===== src/rtl/stream_intf_pkg.sv =====
`default_nettype none
// ---------------------------------------------------------------------------
// stream_intf_pkg : shared constants and types for the PEA output streams
// Revision: 1.0
// ---------------------------------------------------------------------------
package stream_intf_pkg;

   localparam int N_PEA_DOUT_PER_OUT_STREAM     = 4;
   localparam int LOG_N_PEA_DOUT_PER_OUT_STREAM = 2;
   localparam int STREAM_OUT_FIFO_DEPTH         = 4;
   localparam int STREAM_LEN_W                  = 16;

   typedef enum logic [1:0] {
      SO_IDLE   = 2'd0,
      SO_STREAM = 2'd1,
      SO_DRAIN  = 2'd2,
      SO_DONE   = 2'd3
   } stream_out_state_e;

endpackage
`default_nettype wire


===== src/rtl/stream_out_fifo.sv =====
`default_nettype none
// ---------------------------------------------------------------------------
// stream_out_fifo : small synchronous FIFO with flush, head shown when non-empty
// Revision: 1.0
// ---------------------------------------------------------------------------
module stream_out_fifo
   import stream_intf_pkg::*;
#(
   parameter int DATA_W = 32,
   parameter int DEPTH  = STREAM_OUT_FIFO_DEPTH
) (
   input  logic              clk_i,
   input  logic              rst_i,
   input  logic              clear_i,
   input  logic              push_i,
   input  logic [DATA_W-1:0] data_i,
   input  logic              pop_i,
   output logic [DATA_W-1:0] data_o,
   output logic              full_o,
   output logic              empty_o
);

   localparam int AW = $clog2(DEPTH);

   logic [AW:0]       wr_ptr_q, wr_ptr_d;
   logic [AW:0]       rd_ptr_q, rd_ptr_d;
   logic [DATA_W-1:0] mem_q [DEPTH];
   logic [DATA_W-1:0] mem_d [DEPTH];
   logic              do_push;
   logic              do_pop;

   // Extra pointer MSB distinguishes full from empty when the indices match.
   assign empty_o = (wr_ptr_q == rd_ptr_q);
   assign full_o  = (wr_ptr_q[AW] != rd_ptr_q[AW]) &&
                    (wr_ptr_q[AW-1:0] == rd_ptr_q[AW-1:0]);
   assign do_push = push_i && !full_o;
   assign do_pop  = pop_i && !empty_o;
   assign data_o  = empty_o ? '0 : mem_q[rd_ptr_q[AW-1:0]];

   always_comb begin
      wr_ptr_d = wr_ptr_q;
      rd_ptr_d = rd_ptr_q;
      mem_d    = mem_q;
      if (clear_i) begin
         wr_ptr_d = '0;
         rd_ptr_d = '0;
      end else begin
         if (do_push) begin
            mem_d[wr_ptr_q[AW-1:0]] = data_i;
            wr_ptr_d = wr_ptr_q + (AW+1)'(1);
         end
         if (do_pop) begin
            rd_ptr_d = rd_ptr_q + (AW+1)'(1);
         end
      end
   end

   always_ff @(posedge clk_i) begin
      if (rst_i) begin
         wr_ptr_q <= '0;
         rd_ptr_q <= '0;
      end else begin
         wr_ptr_q <= wr_ptr_d;
         rd_ptr_q <= rd_ptr_d;
      end
   end

   always_ff @(posedge clk_i) begin
      mem_q <= mem_d;
   end

endmodule
`default_nettype wire


===== src/rtl/stream_out_ctrl.sv =====
`default_nettype none
// ---------------------------------------------------------------------------
// stream_out_ctrl : moves len words from one selected PEA output to a DMA channel
// Revision: 1.0
// ---------------------------------------------------------------------------
module stream_out_ctrl
   import stream_intf_pkg::*;
#(
   parameter int N_PEA_DOUT = N_PEA_DOUT_PER_OUT_STREAM,
   parameter int DATA_W     = 32,
   parameter int FIFO_DEPTH = STREAM_OUT_FIFO_DEPTH
) (
   input  logic                                     clk_i,
   input  logic                                     rst_i,
   input  logic                                     start_i,
   input  logic                                     abort_i,
   input  logic [STREAM_LEN_W-1:0]                  len_i,
   input  logic [LOG_N_PEA_DOUT_PER_OUT_STREAM-1:0] sel_i,
   input  logic [N_PEA_DOUT-1:0][DATA_W-1:0]        pea_dout_i,
   input  logic [N_PEA_DOUT-1:0]                    pea_dout_valid_i,
   output logic [N_PEA_DOUT-1:0]                    pea_dout_ready_o,
   output logic [DATA_W-1:0]                        dma_data_o,
   output logic                                     dma_valid_o,
   input  logic                                     dma_ready_i,
   output logic                                     busy_o,
   output logic                                     done_o
);

   stream_out_state_e                        state_q, state_d;
   logic [STREAM_LEN_W-1:0]                  len_q, len_d;
   logic [LOG_N_PEA_DOUT_PER_OUT_STREAM-1:0] sel_q, sel_d;
   logic [STREAM_LEN_W-1:0]                  acc_cnt_q, acc_cnt_d;
   logic [STREAM_LEN_W-1:0]                  snd_cnt_q, snd_cnt_d;

   logic fifo_full;
   logic fifo_empty;
   logic can_accept;
   logic push;
   logic pop;

   assign can_accept  = (state_q == SO_STREAM) && !fifo_full && (acc_cnt_q < len_q);
   assign push        = can_accept && pea_dout_valid_i[sel_q];
   assign dma_valid_o = !fifo_empty;
   assign pop         = dma_valid_o && dma_ready_i;

   for (genvar k = 0; k < N_PEA_DOUT; k++) begin : g_ready
      assign pea_dout_ready_o[k] = can_accept && (int'(sel_q) == k);
   end

   stream_out_fifo #(
      .DATA_W (DATA_W),
      .DEPTH  (FIFO_DEPTH)
   ) u_fifo (
      .clk_i   (clk_i),
      .rst_i   (rst_i),
      .clear_i (abort_i),
      .push_i  (push),
      .data_i  (pea_dout_i[sel_q]),
      .pop_i   (pop),
      .data_o  (dma_data_o),
      .full_o  (fifo_full),
      .empty_o (fifo_empty)
   );

   always_comb begin
      state_d   = state_q;
      len_d     = len_q;
      sel_d     = sel_q;
      acc_cnt_d = acc_cnt_q + {{(STREAM_LEN_W-1){1'b0}}, push};
      snd_cnt_d = snd_cnt_q + {{(STREAM_LEN_W-1){1'b0}}, pop};
      busy_o    = 1'b0;
      done_o    = 1'b0;

      case (state_q)
         SO_IDLE: begin
            if (start_i) begin
               if (len_i != '0) begin
                  len_d     = len_i;
                  sel_d     = sel_i;
                  acc_cnt_d = '0;
                  snd_cnt_d = '0;
                  state_d   = SO_STREAM;
               end else begin
                  state_d   = SO_DONE;
               end
            end
         end
         SO_STREAM: begin
            busy_o = 1'b1;
            if (acc_cnt_q == len_q) begin
               state_d = SO_DRAIN;
            end
         end
         SO_DRAIN: begin
            busy_o = 1'b1;
            // Counting the pop in flight lets done follow the last word by one cycle.
            if (snd_cnt_d == len_q) begin
               state_d = SO_DONE;
            end
         end
         SO_DONE: begin
            done_o  = 1'b1;
            state_d = SO_IDLE;
         end
         default: begin
            state_d = SO_IDLE;
         end
      endcase

      if (abort_i) begin
         state_d   = SO_IDLE;
         acc_cnt_d = '0;
         snd_cnt_d = '0;
         done_o    = 1'b0;
      end
   end

   always_ff @(posedge clk_i) begin
      if (rst_i) begin
         state_q   <= SO_IDLE;
         len_q     <= '0;
         sel_q     <= '0;
         acc_cnt_q <= '0;
         snd_cnt_q <= '0;
      end else begin
         state_q   <= state_d;
         len_q     <= len_d;
         sel_q     <= sel_d;
         acc_cnt_q <= acc_cnt_d;
         snd_cnt_q <= snd_cnt_d;
      end
   end

endmodule
`default_nettype wire


===== config.mk =====
export PLATFORM = sky130hd
export DESIGN_NAME = stream_out_ctrl
export DESIGN_NICKNAME = d
export VERILOG_FILES = /design/src/rtl/stream_intf_pkg.sv /design/src/rtl/stream_out_fifo.sv /design/src/rtl/stream_out_ctrl.sv
export SDC_FILE = /design/constraint.sdc
export NUM_CORES = 1
export LEC_CHECK = 0
export ABC_AREA = 1
export CAP_MARGIN = 0
export CORE_MARGIN = 8
export CORE_UTILIZATION = 35
export DETAILED_ROUTE_END_ITERATION = 8
export PLACE_DENSITY = 0.62
export RECOVER_POWER = 25
export SETUP_SLACK_MARGIN = 0.4
export SYNTH_ARGS = -nofsm -noshare
export SYNTH_HDL_FRONTEND = slang
export SYNTH_HIERARCHICAL = 1
export SYNTH_SLANG_ARGS = --single-unit

===== constraint.sdc =====
create_clock -name clk_i -period 10.25 [get_ports clk_i]
set_clock_uncertainty 0.05 [all_clocks]
set_input_delay 2.05 -clock clk_i [delete_from_list [all_inputs] [get_ports clk_i]]
set_output_delay 2.05 -clock clk_i [all_outputs]
set_load 0.005 [all_outputs]

==> key figures <==
Outcome
  • Run status: finished clean

Clock network
  • Setup Buffers After CTS: 0
  • CTS max path bufs: 2
  • Clock Sinks: 186
  • Worst skew pair latency: ~0.43 ns
  • H-tree levels: 4
  • CTS tree: built
  • Clock Root Buffer: clkbuf_16
  • Clock Pin Slew Worst Setup and Hold Paths: 0.07 ns
  • Hold-fix buffers, CTS: 0
  • CTS buffer count: 17
  • # resized after CTS: 0

Global route
  • First-pass GRT wire length: 39.96 mm
  • Grt ovf: 0
  • Largest net degree at the start of global routing: 69
  • Initial antenna violation count: 0
  • All-Layer GR Usage: 15.94%
  • Vias in the first global route: 7,603

Route
  • Drt pass-1 iters: 5
  • DR DRC count: 0
  • Final WL: between 20 and 30 mm
  • Vias/cell: 5.044
  • Routed vias: a little under 8,000
  • Post-route ant nets: 0
  • Wirelength per Cell: approximately 17 um
  • DR iter-0 viols: just over 500

Pwr
  • PD cells: 142.4 nW/um^2
  • Leakage: 4.644 nW
  • Total Power: 1.726 mW
  • Peak supply drop: ~0.00012 V

Logic synthesis
  • YS warnings: 6
  • Cells after synthesis: 1,027
  • Synth cell types: 40
  • #FFs+latches synth: 186
  • Post-Syn Nets: between 1,000 and 1,500
  • Syn avg cell area: 9.003 um^2
  • Sequential share of the synthesized area: 54.13%
  • Synthesized cell area: 9246 um^2

STA
  • Worst Max-Slew Pin Slew: 0.9647 ns
  • Slack of the critical path: 4.898 ns
  • Setup TNS Final: 0 ns
  • Min Clock Period, post-route: between 5 and 6 ns
  • Unrepaired setup endpoints after global routing: no
  • Final setup vio count: 0
  • Final period util: between 50% and 60%
  • Max frequency: approximately 190 MHz
  • Final hold violation count: 0
  • Slew Limit Fails: 0
  • Worst rel slew slack: a little over a third

Worst hold path
  • Type of the tightest min-delay check: reg2reg
  • Hold Path Depth: 2
  • Endpoint, Worst Hold: acc_cnt_q[3]$_SDFF_PP0_
  • Hold path start: acc_cnt_q[3]$_SDFF_PP0_

Setup path
  • Reg-to-Reg Start: u_fifo/rd_ptr_q[0]$_SDFFE_PP0P_
  • Worst R2R Setup Slack: 5.85 ns
  • CP startpoint kind: input pin
  • Reg2Reg Depth: 25
  • Crit Path Max Fanout: 5
  • Critical Path RT: 8.15 ns
  • Kind of critical path: in2out
  • Reg2reg end: state_q[1]$_SDFFE_PP0P_
  • Arrival time worst endpoint: 3.25 ns
  • CP Capture Type: primary output

Floorplanning
  • DIE WIDTH: 178.5 um
  • Initial core utilization: 35.58%
  • Top Ports: 194
  • Die area: approximately 32,000 um^2
  • Die Ht: approximately 180 um
  • Core Region: 25,980 um^2
  • Row Count: 59

Place
  • Pre-CTS setup slack: 4.897 ns
  • I/O Buffers: 193
  • Hpwl dp: 18.26 mm
  • Global placement routability congestion: 0.8040

Finish
  • Layout cells sized above 1: 6.066%
  • Net count, final: 1,392
  • Area grow syn2layout: 31.11%
  • Most frequent cells in the layout: 189 x nand2_1, 171 x clkdlybuf4s50_1, 138 x nor2_1, 128 x edfxtp_1, 107 x inv_1
  • Commonest non-fill, non-tap cell in the layout: nand2_1
  • ANT cells: 0

Flow run
  • Max-cap violations: 0
[area by class of cell]
cell class	count	area, um^2
fill	2489	13860
sequential	186	5006
multi-input combinational	687	3636
timing repair buffer	205	2022
clock buffer	17	425.4
tap	335	419.2
inverter	110	412.9
clock inverter	15	201.4
[cell usage after synthesis, drive strengths merged]
| library cell | n | share of area [%] |
|---|---|---|
| nand2 | 196 | 8.1 |
| nor2 | 152 | 6.7 |
| edfxtp | 128 | 42 |
| inv | 109 | 4.4 |
| o21ai | 69 | 3.7 |
| a22oi | 58 | 4.7 |
| dfxtp | 58 | 13 |
| nand3 | 58 | 3.2 |
| o22ai | 32 | 2.2 |
| a21oi | 30 | 1.6 |
| ha | 30 | 4.1 |
| buf | 22 | 1.4 |
| clkbuf | 22 | 0.91 |
| nand4 | 19 | 1.3 |
| a211oi | 16 | 1.3 |
| xor2 | 7 | 0.66 |
| nor3 | 5 | 0.32 |
| nor3b | 3 | 0.24 |
| nor4 | 3 | 0.20 |
| o21bai | 2 | 0.20 |
| a31o | 1 | 0.095 |
| a31oi | 1 | 0.068 |
| and2 | 1 | 0.068 |
| clkinv | 1 | 0.041 |
| nand3b | 1 | 0.081 |
| o31ai | 1 | 0.081 |
| or2 | 1 | 0.068 |
| xnor2 | 1 | 0.095 |
[worst max path at each step]
stage	start	endpoint	slack, ns	cells past startpoint
final	abort_i	done_o	4.90	3
after global routing	u_fifo/rd_ptr_q[0]$_SDFFE_PP0P_	dma_data_o[25]	4.70	8
after CTS	abort_i	done_o	4.88	3
after detailed placement	abort_i	done_o	4.90	3
after global placement	abort_i	done_o	4.93	3
after floorplan	pea_dout_valid_i[3]	u_fifo/mem_q[0]$_DFFE_PP_	4.88	4
[worst max-delay path: stages]
cell	delay (ns)
clkdlybuf4s50_1	0.52
nor2_1	0.16
clkdlybuf4s50_1	0.52
[metrics by stage]
stage | cells | hold slack (ns) | cell area, um^2 | util [%]
after floorplan | 1027 | 0.4121 | 9246 | -
after global placement | 1523 | 0.4373 | 11500 | 44.24
after detailed placement | 1523 | 0.4376 | 11500 | 44.24
after CTS | 1555 | 0.4497 | 12120 | 46.65
after global routing | 1555 | 0.4866 | 12120 | 46.65
final | 1555 | 0.4520 | 12120 | 46.65
[flip-flops by register name, summed over array words and instances, names as in the netlist]
signal and flops:
len_q 16, u_fifo/mem_q 128, snd_cnt_q 16, u_fifo/wr_ptr_q 3, sel_q 2, acc_cnt_q 16
u_fifo/rd_ptr_q 3, state_q 2
[report_power, final]
| group | internal [mW] | leakage, nW | switching, mW |
|---|---|---|---|
| Clock | 0.339 | 0.304 | 0.337 |
| Sequential | 0.831 | 1.63 | 0.00613 |
| Combinational | 0.0981 | 2.71 | 0.115 |
| Total | 1.27 | 4.64 | 0.458 |
[kinds of logic after synthesis]
| group | after synthesis | synth area share [%] |
|---|---|---|
| flip-flops | 186 | 54.13 |
| buffers and inverters | 154 | 6.739 |
| AND/OR/NAND/NOR | 439 | 20.34 |
| AO/OA/AOI/OAI | 210 | 13.98 |
| XOR/XNOR | 8 | 0.7578 |
| adder cells (fa/ha/maj) | 30 | 4.060 |
[per-layer routing]
| layer | wire (um) | vias up | track usage, % |
|---|---|---|---|
| li1 | - | 3911 | - |
| met1 | 11190 | 3710 | 19.84 |
| met2 | 12900 | 206 | 27.57 |
| met3 | 1729 | 16 | 3.937 |
| met4 | 242 | 0 | 3.272 |
| met5 | 0 | - | 0 |
(Power assumes the default switching activity.)
